**src/rtl/trace_match_sequencer_pkg.sv**
```systemverilog
// Shared state encoding and constants for the trace match sequencer.
// Pure declarations: no latency, no flow control.
package trace_match_sequencer_pkg;

  typedef enum logic [2:0] {
    ST_IDLE      = 3'd0,
    ST_WAIT_SYNC = 3'd1,
    ST_RUN       = 3'd2,
    ST_FIRE      = 3'd3,
    ST_DONE      = 3'd4
  } seq_state_t;

  localparam int          TRIG_COUNT_W   = 16;
  localparam logic [15:0] TRIG_COUNT_MAX = 16'hFFFF;

endpackage

```
**src/rtl/trace_seq_timer.sv**
```systemverilog
// Inter-stage timeout counter: limit latched on load, tc when the next enabled cycle reaches the limit.
// Latency: tc is combinational from the count register; no flow control.
module trace_seq_timer #(
  parameter int pWIDTH = 32
) (
  input  logic              trace_clk,
  input  logic              reset_i,
  input  logic              load,
  input  logic [pWIDTH-1:0] limit,
  input  logic              clear,
  input  logic              enable,
  output logic              tc
);

  logic [pWIDTH-1:0] limit_q;
  logic [pWIDTH-1:0] cnt_q;
  logic [pWIDTH:0]   cnt_inc;

  assign cnt_inc = {1'b0, cnt_q} + {{pWIDTH{1'b0}}, 1'b1};
  // A limit of zero disables the timeout entirely.
  assign tc      = (limit_q != '0) && (cnt_inc >= {1'b0, limit_q});

  always_ff @(posedge trace_clk or posedge reset_i) begin
    if (reset_i) begin
      limit_q <= '0;
      cnt_q   <= '0;
    end else begin
      if (load) limit_q <= limit;
      if (load || clear) cnt_q <= '0;
      else if (enable && !tc && (limit_q != '0)) cnt_q <= cnt_inc[pWIDTH-1:0];
    end
  end

endmodule

```
**src/rtl/trace_match_sequencer.sv**
```systemverilog
// Multi-stage trigger sequencer: O_trigger high the cycle after the completing hit; pulses are never stalled.
// Macro TRACE_SEQ_AUTO_REARM_EN: FIRE re-enters WAIT_SYNC and O_trigger_count counts triggers.
module trace_match_sequencer
  import trace_match_sequencer_pkg::*;
#(
  parameter int pMATCH_RULES   = 8,
  parameter int pSTAGES        = 4,
  parameter int pCOUNT_WIDTH   = 16,
  parameter int pTIMEOUT_WIDTH = 32
) (
  input  logic                              trace_clk,
  input  logic                              reset_i,
  input  logic                              I_arm,
  input  logic                              I_abort,
  input  logic                              I_synchronized,
  input  logic [pMATCH_RULES-1:0]           I_matching_pattern,
  input  logic [pSTAGES*pMATCH_RULES-1:0]   I_stage_rules,
  input  logic [pSTAGES*pCOUNT_WIDTH-1:0]   I_stage_count,
  input  logic [$clog2(pSTAGES)-1:0]        I_last_stage,
  input  logic [pTIMEOUT_WIDTH-1:0]         I_timeout,
  output logic                              O_trigger,
  output logic                              O_armed,
  output logic [2:0]                        O_state,
  output logic [$clog2(pSTAGES)-1:0]        O_stage,
  output logic [pCOUNT_WIDTH-1:0]           O_match_count,
  output logic                              O_timed_out,
  output logic [TRIG_COUNT_W-1:0]           O_trigger_count
);

  localparam int STAGE_W = $clog2(pSTAGES);

  seq_state_t                        state_q, state_d;
  logic [pSTAGES*pMATCH_RULES-1:0]   rules_q;
  logic [pSTAGES*pCOUNT_WIDTH-1:0]   counts_q;
  logic [STAGE_W-1:0]                last_q;
  logic [STAGE_W-1:0]                stage_q, stage_d;
  logic [pCOUNT_WIDTH-1:0]           count_q, count_d;
  logic                              timed_out_q, timed_out_d;
  logic                              arm_go, tmr_clr, tmr_en, tmr_tc;
  logic [pMATCH_RULES-1:0]           cur_rules;
  logic [pCOUNT_WIDTH-1:0]           cur_cnt, cnt_max;
  logic [pCOUNT_WIDTH:0]             count_inc;
  logic                              hit, stage_done;

  assign cur_rules  = rules_q[stage_q*pMATCH_RULES +: pMATCH_RULES];
  assign cur_cnt    = counts_q[stage_q*pCOUNT_WIDTH +: pCOUNT_WIDTH];
  assign cnt_max    = (cur_cnt == '0) ? {{(pCOUNT_WIDTH-1){1'b0}}, 1'b1} : cur_cnt;
  assign count_inc  = {1'b0, count_q} + {{pCOUNT_WIDTH{1'b0}}, 1'b1};
  // Any number of simultaneous rule matches collapses to a single hit.
  assign hit        = |(I_matching_pattern & cur_rules);
  assign stage_done = count_inc >= {1'b0, cnt_max};

  trace_seq_timer #(.pWIDTH(pTIMEOUT_WIDTH)) u_timer (
    .trace_clk (trace_clk),
    .reset_i   (reset_i),
    .load      (arm_go),
    .limit     (I_timeout),
    .clear     (tmr_clr),
    .enable    (tmr_en),
    .tc        (tmr_tc)
  );

  always_comb begin
    state_d     = state_q;
    stage_d     = stage_q;
    count_d     = count_q;
    timed_out_d = timed_out_q;
    arm_go      = 1'b0;
    tmr_clr     = 1'b0;
    tmr_en      = 1'b0;
    if (I_abort) begin
      state_d = ST_IDLE;
    end else begin
      case (state_q)
        ST_IDLE, ST_DONE: begin
          if (I_arm) begin
            state_d     = ST_WAIT_SYNC;
            arm_go      = 1'b1;
            stage_d     = '0;
            count_d     = '0;
            timed_out_d = 1'b0;
          end
        end
        ST_WAIT_SYNC: begin
          if (I_synchronized) state_d = ST_RUN;
        end
        ST_RUN: begin
          if (!I_synchronized) begin
            state_d = ST_WAIT_SYNC;
            stage_d = '0;
            count_d = '0;
            tmr_clr = 1'b1;
          end else begin
            tmr_en = (stage_q != '0);
            if (hit) begin
              if (!stage_done) begin
                count_d = count_inc[pCOUNT_WIDTH-1:0];
              end else if (stage_q != last_q) begin
                stage_d = stage_q + 1'b1;
                count_d = '0;
                tmr_clr = 1'b1;
              end else begin
                state_d = ST_FIRE;
              end
            end else if ((stage_q != '0) && tmr_tc) begin
              stage_d     = '0;
              count_d     = '0;
              tmr_clr     = 1'b1;
              timed_out_d = 1'b1;
            end
          end
        end
        ST_FIRE: begin
`ifdef TRACE_SEQ_AUTO_REARM_EN
          state_d = ST_WAIT_SYNC;
          stage_d = '0;
          count_d = '0;
          tmr_clr = 1'b1;
`else
          state_d = ST_DONE;
`endif
        end
        default: state_d = ST_IDLE;
      endcase
    end
  end

  always_ff @(posedge trace_clk or posedge reset_i) begin
    if (reset_i) state_q <= ST_IDLE;
    else         state_q <= state_d;
  end

  always_ff @(posedge trace_clk or posedge reset_i) begin
    if (reset_i) begin
      rules_q     <= '0;
      counts_q    <= '0;
      last_q      <= '0;
      stage_q     <= '0;
      count_q     <= '0;
      timed_out_q <= 1'b0;
    end else begin
      if (arm_go) begin
        rules_q  <= I_stage_rules;
        counts_q <= I_stage_count;
        last_q   <= I_last_stage;
      end
      stage_q     <= stage_d;
      count_q     <= count_d;
      timed_out_q <= timed_out_d;
    end
  end

`ifdef TRACE_SEQ_AUTO_REARM_EN
  logic [TRIG_COUNT_W-1:0] trig_cnt_q;

  always_ff @(posedge trace_clk or posedge reset_i) begin
    if (reset_i)                                    trig_cnt_q <= '0;
    else if (arm_go)                                trig_cnt_q <= '0;
    else if (!I_abort && (state_q == ST_FIRE) && (trig_cnt_q != TRIG_COUNT_MAX))
                                                    trig_cnt_q <= trig_cnt_q + 1'b1;
  end

  assign O_trigger_count = trig_cnt_q;
`else
  assign O_trigger_count = '0;
`endif

  assign O_trigger     = (state_q == ST_FIRE);
  assign O_armed       = (state_q == ST_WAIT_SYNC) || (state_q == ST_RUN);
  assign O_state       = state_q;
  assign O_stage       = stage_q;
  assign O_match_count = count_q;
  assign O_timed_out   = timed_out_q;

endmodule
```
**config.mk**
```make
export PLATFORM = sky130hd
export DESIGN_NAME = trace_match_sequencer
export DESIGN_NICKNAME = d
export VERILOG_FILES = /design/src/rtl/trace_match_sequencer_pkg.sv /design/src/rtl/trace_seq_timer.sv /design/src/rtl/trace_match_sequencer.sv
export SDC_FILE = /design/constraint.sdc
export NUM_CORES = 1
export LEC_CHECK = 0
export CAP_MARGIN = 5
export CORE_MARGIN = 8
export CORE_UTILIZATION = 45
export CTS_CLUSTER_DIAMETER = 120
export CTS_CLUSTER_SIZE = 10
export DETAILED_ROUTE_END_ITERATION = 10
export GPL_ROUTABILITY_DRIVEN = 0
export PLACE_DENSITY = 0.7
export SYNTH_ARGS = -nofsm -noshare
export SYNTH_HDL_FRONTEND = slang
export SYNTH_SLANG_ARGS = --single-unit
```
**constraint.sdc**
```tcl
create_clock -name trace_clk -period 16.7 [get_ports trace_clk]
set_input_delay 2.505 -clock trace_clk [delete_from_list [all_inputs] [get_ports trace_clk]]
set_output_delay 2.505 -clock trace_clk [all_outputs]
set_load 0.02 [all_outputs]
```
==> results of run 1 <==
==> power breakdown <==
part	switching (mW)	leakage, nW	internal [mW]
Combinational	0.125	2.70	0.154
Sequential	0.0500	2.30	0.539
Clock	0.179	0.284	0.230
Total	0.353	5.28	0.923
==> registers in the layout, indices dropped and copies added (netlist names) <==
register	cells
counts_q	64
rules_q	32
u_timer.cnt_q	32
u_timer.limit_q	32
O_match_count	16
O_state	3
O_stage	2
last_q	2
O_timed_out	1
==> final timing paths <==
kind,to,depth (start not counted),startpoint,slack [ps]
setup / recovery,counts_q[62]$_DFFE_PP0P_,5,I_arm,11700
hold / removal,counts_q[43]$_DFFE_PP0P_,1,counts_q[43]$_DFFE_PP0P_,500
setup reg to reg,O_match_count[8]$_DFFE_PP0P_,15,u_timer.cnt_q[0]$_DFFE_PP0P_,11770
hold reg to reg,counts_q[43]$_DFFE_PP0P_,1,counts_q[43]$_DFFE_PP0P_,500
max in group asynchronous,u_timer.cnt_q[31]$_DFFE_PP0P_,3,reset_i,12470
min in group asynchronous,counts_q[40]$_DFFE_PP0P_,2,reset_i,2700
==> synthesized netlist by cell type, types with 6 or more instances <==
cell      number  area (um2)
mux2_2       111        1250
dfrtp_1      184        4600
mux4_2        18         405
or3_1          7        43.8
nand2_1       70         263
clkbuf_1      25        93.8
nor4_1        19         119
inv_1         60         225
buf_2          9        45.0
nor2_1        52         195
and2_1        11        68.8
xnor2_1       67         587
nor3_1        30         150
nand4_1       27         169
buf_4         16         120
nand3_1       20         100
a21oi_1       21         105
buf_1          6        22.5
o21ai_0       46         230
and4_1         8        70.1
ha_1          51         638
xor2_1         8        70.1
==> cell families (layout without fill, tap and decap cells) <==
family / count (synthesis) / in the layout / synth area share (%)
and+or+nand+nor: 266 / 266 / 13.3
other: 1 / 18 / 0.0363
muxes: 142 / 142 / 17.5
buffers and inverters: 121 / 266 / 5.39
xor gates and xnor gates: 75 / 75 / 6.36
DFF: 184 / 184 / 44.6
adders and majority gates: 51 / 51 / 6.17
AOI/OAI and AO/OA: 109 / 109 / 6.74
==> metrics by stage <==
step / std cells / util [%] / setup slack, ps / instance area (um2) / hold WS (ps)
final: 1396 / 56.5 / 11700 / 12800 / 501
after global routing: 1396 / 56.5 / 11370 / 12800 / 517
after CTS: 1394 / 56.5 / 11700 / 12700 / 505
after detailed placement: 1362 / 53.8 / 11250 / 12100 / 491
after global placement: 1362 / 53.8 / 11290 / 12100 / 484
after floorplan: 964 / - / 9190 / 10400 / 473
==> per-layer routing <==
layer	track usage, %	share of wire (%)	routed length [um]
met1	23.5	45	11200
met2	29.9	49	12400
met3	4.07	4.3	1080
met4	5.43	2.1	529
met5	0	0	0
==> cell type report <==
| cell class | instances | area share [%] |
|---|---|---|
| Clock inverter | 12 | 1.10 |
| Sequential cell | 184 | 36.1 |
| Multi-Input combinational cell | 659 | 41.1 |
| Clock buffer | 20 | 3.58 |
| Antenna cell | 2 | 0.0393 |
| Timing Repair Buffer | 174 | 13.5 |
| Tap cell | 285 | 2.80 |
| Inverter | 60 | 1.81 |
==> cells in the final DEF (no fill, tap or decap), drive strengths merged, types with 3 or more instances in the layout <==
master           n
xor2             8
ha              51
clkdlybuf4s50  166
a221oi           3
o221ai           3
buf              8
a21oi           22
a22oi            4
nand2           70
nor3            31
nand3           21
o21ai           47
a2111oi          3
and2            11
a211oi           4
and3             4
mux2i            5
or2              4
o211ai           3
dfrtp          184
mux2           119
clkinvlp         3
a21o             4
nand4           27
xnor2           67
and4             8
conb            16
nor4            19
clkbuf          20
clkinv           4
or3              7
nor2            53
mux4            18
inv             63
nor4b            3
==> metrics, run 1 <==
Post-CTS Hold Buffers 0; Via-to-Cell Ratio 5.35; Final TNS setup 0 ps; clk_lat worst skew 440 ps; # Max-Cap Violations 0; Reg clk slew, reported paths 60 ps; Avg Inst Size Synth 10.9 um2; clock sink count 184; proportion of layout cells with a drive suffix above 1 17.0%; Site Rows 55; Final Hold Vio Count 0; Synth Instances 949; critical path's slowest cell buf_4; CTS root buf clkbuf_16; RSZ-0062 raised after global routing false; outcome complete, no violations; LEAKAGE 5.28 nW; first-pass GRT wire length 41000 um; Chip Height 168 um; All-Layer GR Usage 18.1%; CP Capture Type register; Post-CTS Resized 0; predominant post-synthesis flop cell dfrtp_1; Max-slew headroom 27.2%; FILL cells 1986; final wirelength 25200 um; core box area 22600 um2; Power Density 100 nW/um2; Worst IR Drop VDD 0.0000623 V; crit-path cells clkdlybuf4s50_1 > nor4b_2 > buf_4 > buf_4 > mux2_2; crit-path max FO 87; drt first pass iters 5; area of the multi-input gates 5240 um2; Tightest Hold Check Type reg -> reg; #FFs+latches synth 184; Max clock buf depth 2; remaining antenna violation count 0; Post CTS Setup Buffer Count 0; IO Count 183; total gr overflow 0; sequential fraction of the synthesis area 44.6%; startpoint types input pin; period utilization 30.0%; port bufs 166; critical path buffer and inverter count 3; HPWL after DPL 18800 um; initial core utilization 45.8%; largest net degree at the start of global routing 118; Setup CP Type in -> reg; min Tclk post-route 5000 ps; Worst EP arrival 5320 ps; Sequential Area 4600 um2; Distinct cells, synth 67; Die ar. 28100 um2; Nets 1290; TritonCTS clock tree yes; # DRC 0; fin. max-slew vios 0; Fmax 200 MHz; drt initial violations 440; DR WL/cell 18.0 um; initial antenna violation count 2; CP max stage delay 790 ps; Worst EP required 17010 ps; post-synthesis cell area 10300 um2; YS warnings 0; ys async rst share 100%; Power Total 1.28 mW; Setup-failing EPs final 0; Worst Max-Slew Pin Slew 1090 ps; most used cell, CP buf_4; chip width 168 um; H-tree depth 4; delay-heaviest family, CP buffers and inverters; Layout Skew 12.6 ps; number of synthesized flops with an enable pin 0; TritonCTS buffer count 17; Area Overhead vs Synth 23.4%; total vias in the final route 7465; number of global-route vias before repair 7683
Power figures use the tool's default switching activity.
==> inputs of run 2 (changes only) <==
==> constraint.sdc (replaced) <==
create_clock -name trace_clk -period 5.1 [get_ports trace_clk]
set_input_delay 0.765 -clock trace_clk [delete_from_list [all_inputs] [get_ports trace_clk]]
set_output_delay 0.765 -clock trace_clk [all_outputs]
set_load 0.02 [all_outputs]
==> metrics, run 2 (synthesized netlist as in run 1, its figures left out) <==
outcome complete, no violations; Die ar. 28100 um2 (unchanged); clk_lat worst skew 430 ps (about the same); number of global-route vias before repair 7768 (+1.1%); Fmax 213 MHz; Worst EP required 5410 ps (-11600 ps); initial core utilization 45.8% (unchanged); final wirelength 25400 um (+0.86%); Top reg by flops counts_q; proportion of layout cells with a drive suffix above 1 17.1% (+0.19 points); CP max stage delay 640 ps (-150 ps); Setup-failing EPs final 0 (unchanged); Area Overhead vs Synth 23.9%; Max clock buf depth 2 (unchanged); HPWL after DPL 18800 um (+0.17%); total vias in the final route 7577 (+1.5%); crit-path cells ha_1 > nand3_1 > or4_1 > nor2_2 > nand2_1 > nor2_1 > xor2_1 > ha_1 > nand4_1 > nor4_1 > o311ai_0 > nand3_1 > o21ai_1 > a21oi_4 > buf_12 > mux2_2; LEAKAGE 5.30 nW (+0.29%); drt first pass iters 7 (+2); Hold Crit Start rules_q[13]$_DFFE_PP0P_; total gr overflow 0 (unchanged); grt met3 use 3.93% (-0.14 points); most common cell after layout, fill and taps aside dfrtp_1; drt initial violations 444 (+0.91%); critical path's slowest cell or4_1; TritonCTS clock tree yes; port bufs 166 (unchanged); Power Density 321 nW/um2 (+220%); IO Count 183 (unchanged); All-Layer GR Usage 18.4% (+0.26 points); Reg clk slew, reported paths 70 ps (about the same); Worst EP arrival 5020 ps (-300 ps); Chip Height 168 um (unchanged); Layout Skew 8.88 ps (-3.72 ps); Site Rows 55 (unchanged); TritonCTS buffer count 17 (unchanged); cell area after layout 12800 um2 (+0.46%); Worst Max-Slew Pin Slew 971 ps (-121 ps); clock sink count 184 (unchanged); min Tclk post-route 4700 ps; Sequential Area 4600 um2 (unchanged); Tightest Hold Check Type reg -> reg; Final Hold Vio Count 0 (unchanged); FILL cells 1906 (-4.0%); startpoint types register; area of the multi-input gates 5240 um2 (unchanged); # DRC 0 (unchanged); Via-to-Cell Ratio 5.40 (+1.1%); chip width 168 um (unchanged); CP Capture Type register; most frequent cells in the layout dfrtp_1 (184), clkdlybuf4s50_1 (166), mux2_2 (111); initial antenna violation count 3 (+1); DR WL/cell 18.1 um (+0.43%); dpl cells 1367 (+0.37%); Worst R2R Start u_timer.cnt_q[0]$_DFFE_PP0P_; Area after DPL 12200 um2 (+0.71%); GR Util met1 23.4% (about the same); Post-CTS Hold Buffers 0 (unchanged); # Max-Cap Violations 0 (unchanged); fin. max-slew vios 0 (unchanged); CTS root buf clkbuf_16; GRT busiest layer met2; Crit. Startpoint u_timer.cnt_q[0]$_DFFE_PP0P_; Worst IR Drop VDD 0.000160 V (+160%); Post-CTS Resized 0 (unchanged); Max-slew headroom 35.3% (+8.0 points); Post CTS Setup Buffer Count 0 (unchanged); crit-path max FO 13 (-85%); remaining antenna violation count 0 (unchanged); Largest register FFs 64 (unchanged); met2 Track Usage GR 31.0% (+1.0 points); core box area 22600 um2 (unchanged); H-tree depth 4 (unchanged); Setup CP Type reg -> reg; Final Non-Filler Cells 1402 (+0.43%); period utilization 92.2%; Nets 1296 (+0.47%); largest net degree at the start of global routing 185 (+57%); first-pass GRT wire length 41500 um (+1.2%)
-- run 2: changes by cell type in the layout (fill, tap and decap cells not counted), moves of 2 or more --
cell,change
clkinv_4,-3
clkinvlp_4,+2
buf_12,+5
clkbuf_1,+2
-- run 2: area by class of cell --
class | instances | share of cell area [%]
flip-flops and latches | 184 | 35.9
diodes | 3 | 0.0586
clock buffers | 21 | 3.52
multi-input cells | 659 | 40.9
clock inverters | 10 | 0.752
well taps | 285 | 2.78
repair buffers | 180 | 14.3
inverters | 60 | 1.79
-- run 2: report_power, final --
group	internal [mW]	leakage (nW)	switching (mW)
combinational	0.512	2.74	0.412
sequential	1.77	2.30	0.167
clock	0.686	0.256	0.576
total	2.96	5.30	1.15
-- run 2: final timing paths --
| path | to | slack [ps] | depth (start not counted) |
|---|---|---|---|
| max in group asynchronous | counts_q[56]$_DFFE_PP0P_ | 3430 | 3 |
| min in group asynchronous | rules_q[7]$_DFFE_PP0P_ | 990 | 3 |
| max reg2reg | O_match_count[10]$_DFFE_PP0P_ | 400 | 16 |
| max | O_match_count[10]$_DFFE_PP0P_ | 400 | 16 |
| min | rules_q[13]$_DFFE_PP0P_ | 500 | 1 |
| min reg2reg | rules_q[13]$_DFFE_PP0P_ | 500 | 1 |
-- run 2: worst max-delay path: cells and delay by family, from the launching register on --
kind	cells	cell delay [ps]
muxes	1	340
DFF	1	430
buffers and inverters	1	170
AOI/OAI and AO/OA	3	770
and+or+nand+nor	8	2220
adders and majority gates	2	590
xor gates and xnor gates	1	80
-- run 2: layer usage --
layer	vias to the layer above	wire length [um]
met1	3707	11000
met2	190	12600
met5	-	0
li1	3650	-
met3	30	1310
met4	0	493
-- run 2: stage by stage --
| stage | hold slack, ps | util, % | worst slack [ps] | power, mW | setup TNS, ps |
|---|---|---|---|---|---|
| finish | 500 | 56.8 | 396 | 4.12 | 0 |
| global route | 513 | 56.8 | -2.00 | 4.35 | -2.32 |
| CTS | 505 | 56.6 | 246 | 4.16 | 0 |
| detailed placement | 489 | 54.2 | 295 | 2.88 | 0 |
| global placement | 484 | 54.2 | 472 | 2.84 | 0 |
| floorplan | 473 | - | 1090 | 2.56 | 0 |
==> inputs of run 3 (changes only) <==
--- a/config.mk
+++ b/config.mk
@@ -6,7 +6,6 @@
 export NUM_CORES = 1
 export LEC_CHECK = 0
 export CAP_MARGIN = 5
-export CORE_MARGIN = 8
 export CORE_UTILIZATION = 45
 export CTS_CLUSTER_DIAMETER = 120
 export CTS_CLUSTER_SIZE = 10
==> metrics, run 3 (synthesized netlist as in run 1, its figures left out) <==
RSZ-0062 raised after global routing false; Worst IR Drop VDD 0.000201 V (+26%); initial core utilization 45.8% (unchanged); H-tree depth 4 (unchanged); drt initial violations 401 (-9.7%); # DRC 0 (unchanged); Post-CTS Resized 0 (unchanged); final core occ 56.9% (+0.15 points); Worst EP arrival 5020 ps (about the same); drt first pass iters 5 (-2); Final TNS setup 0 ps (unchanged); largest net degree at the start of global routing 185 (unchanged); chip width 154 um (-8.4%); Reg clk slew, reported paths 70 ps (about the same); IO Count 183 (unchanged); CTS root buf clkbuf_16; Power Density 327 nW/um2 (+1.8%); Layout Skew 11.4 ps (+2.49 ps); clock sink count 184 (unchanged); final wirelength 24500 um (-3.6%); All-Layer GR Usage 21.8% (+3.4 points); port bufs 166 (unchanged); TritonCTS clock tree yes; Post-CTS Hold Buffers 0 (unchanged); startpoint types register; Final Non-Filler Cells 1400 (-0.14%); Worst EP required 5430 ps (+20 ps); dpl cells 1366 (-0.073%); outcome complete, no violations; CP Capture Type register; total gr overflow 0 (unchanged); Die ar. 23600 um2 (-16%); core box area 22600 um2 (unchanged); Area Overhead vs Synth 24.3%; Largest register FFs 64 (unchanged); Via-to-Cell Ratio 5.42 (+0.35%); Chip Height 154 um (-8.4%); number of global-route vias before repair 7703 (-0.84%); total vias in the final route 7593 (+0.21%); crit-path max FO 15 (+2); Max-slew headroom 31.8% (-3.5 points); initial antenna violation count 1 (-2); most frequent cells in the layout dfrtp_1 (184), clkdlybuf4s50_1 (166), mux2_2 (111); LEAKAGE 5.32 nW (+0.30%); Fmax 213 MHz (+0.26%); Nets 1295 (-0.077%); HPWL after DPL 17700 um (-5.8%); Hold WS 504 ps (+4.07 ps); Site Rows 55 (unchanged); period utilization 92.0% (-0.24 points); Setup CP Type reg -> reg; min Tclk post-route 4690 ps (-12.2 ps); Top reg by flops counts_q; fin. max-slew vios 0 (unchanged); Final Hold Vio Count 0 (unchanged); Worst Max-Slew Pin Slew 1020 ps (+52.5 ps); Max clock buf depth 2 (unchanged); Tightest Hold Check Type reg -> reg; TritonCTS buffer count 17 (unchanged); most common cell after layout, fill and taps aside dfrtp_1; remaining antenna violation count 0 (unchanged); first-pass GRT wire length 40300 um (-2.8%); proportion of layout cells with a drive suffix above 1 17.4% (+0.27 points); Setup-failing EPs final 0 (unchanged); # Max-Cap Violations 0 (unchanged); DR WL/cell 17.5 um (-3.4%); clk_lat worst skew 440 ps (about the same); FILL cells 1914 (+0.42%)
-- run 3: worst paths after layout --
path | depth (start not counted) | from | slack (ps) | end
max | 16 | u_timer.cnt_q[0]$_DFFE_PP0P_ | 410 | O_match_count[9]$_DFFE_PP0P_
min | 1 | rules_q[9]$_DFFE_PP0P_ | 500 | rules_q[9]$_DFFE_PP0P_
max reg2reg | 16 | u_timer.cnt_q[0]$_DFFE_PP0P_ | 410 | O_match_count[9]$_DFFE_PP0P_
min reg2reg | 1 | rules_q[9]$_DFFE_PP0P_ | 500 | rules_q[9]$_DFFE_PP0P_
max in group asynchronous | 3 | reset_i | 3370 | O_state[0]$_DFFE_PP0P_
min in group asynchronous | 3 | reset_i | 950 | u_timer.limit_q[20]$_DFFE_PP0P_
-- run 3: final cells by class --
type	count	area [um2]	share of cell area, %
multi-input cells	659	5240	40.8
flip-flops and latches	184	4600	35.8
repair buffers	179	1820	14.2
clock buffers	17	425	3.31
well taps	285	357	2.78
inverters	60	229	1.78
clock inverters	15	168	1.31
diodes	1	2.50	0.0195
-- run 3: power breakdown --
| group | internal, mW | switching (mW) | leakage, nW |
|---|---|---|---|
| registers | 1.77 | 0.161 | 2.30 |
| clock network | 0.734 | 0.622 | 0.278 |
| logic | 0.512 | 0.411 | 2.74 |
| total | 3.01 | 1.19 | 5.32 |
-- run 3: what timing repair did --
item | 4_1_cts | 5_1_grt
hold endpoints to repair | 0 | 0
setup buffers | 0 | 1
endpoints found under the setup margin | 0 | 9
-- run 3: stage by stage --
| stage | setup slack [ps] | power, mW | instance area (um2) |
|---|---|---|---|
| 5_1_grt | 35.6 | 4.43 | 12800 |
| 2_1_floorplan | 1090 | 2.56 | 10400 |
| 6_report | 408 | 4.20 | 12800 |
| 4_1_cts | 211 | 4.25 | 12800 |
| 3_5_place_dp | 229 | 2.88 | 12200 |
| 3_3_place_gp | 401 | 2.84 | 12200 |
-- run 3: worst max-delay path, cell delays in order (launching register included) --
cell	delay [ps]
dfrtp_1	430
ha_1	270
nand3_1	210
or4_1	640
nor2_2	220
nand2_1	160
nor2_1	150
xor2_1	80
ha_1	320
nand4_1	150
nor4_1	540
o311ai_0	300
nand3_1	120
o21ai_1	220
a21oi_4	240
buf_12	170
mux2_2	340
-- run 3: per-layer routing --
layer | track usage (%) | share of wire (%) | up-vias
met3 | 3.66 | 3.5 | 26
met1 | 29.7 | 46 | 3744
met4 | 6.57 | 1.7 | 0
li1 | - | - | 3650
met2 | 35.8 | 49 | 173
met5 | 0 | 0 | -
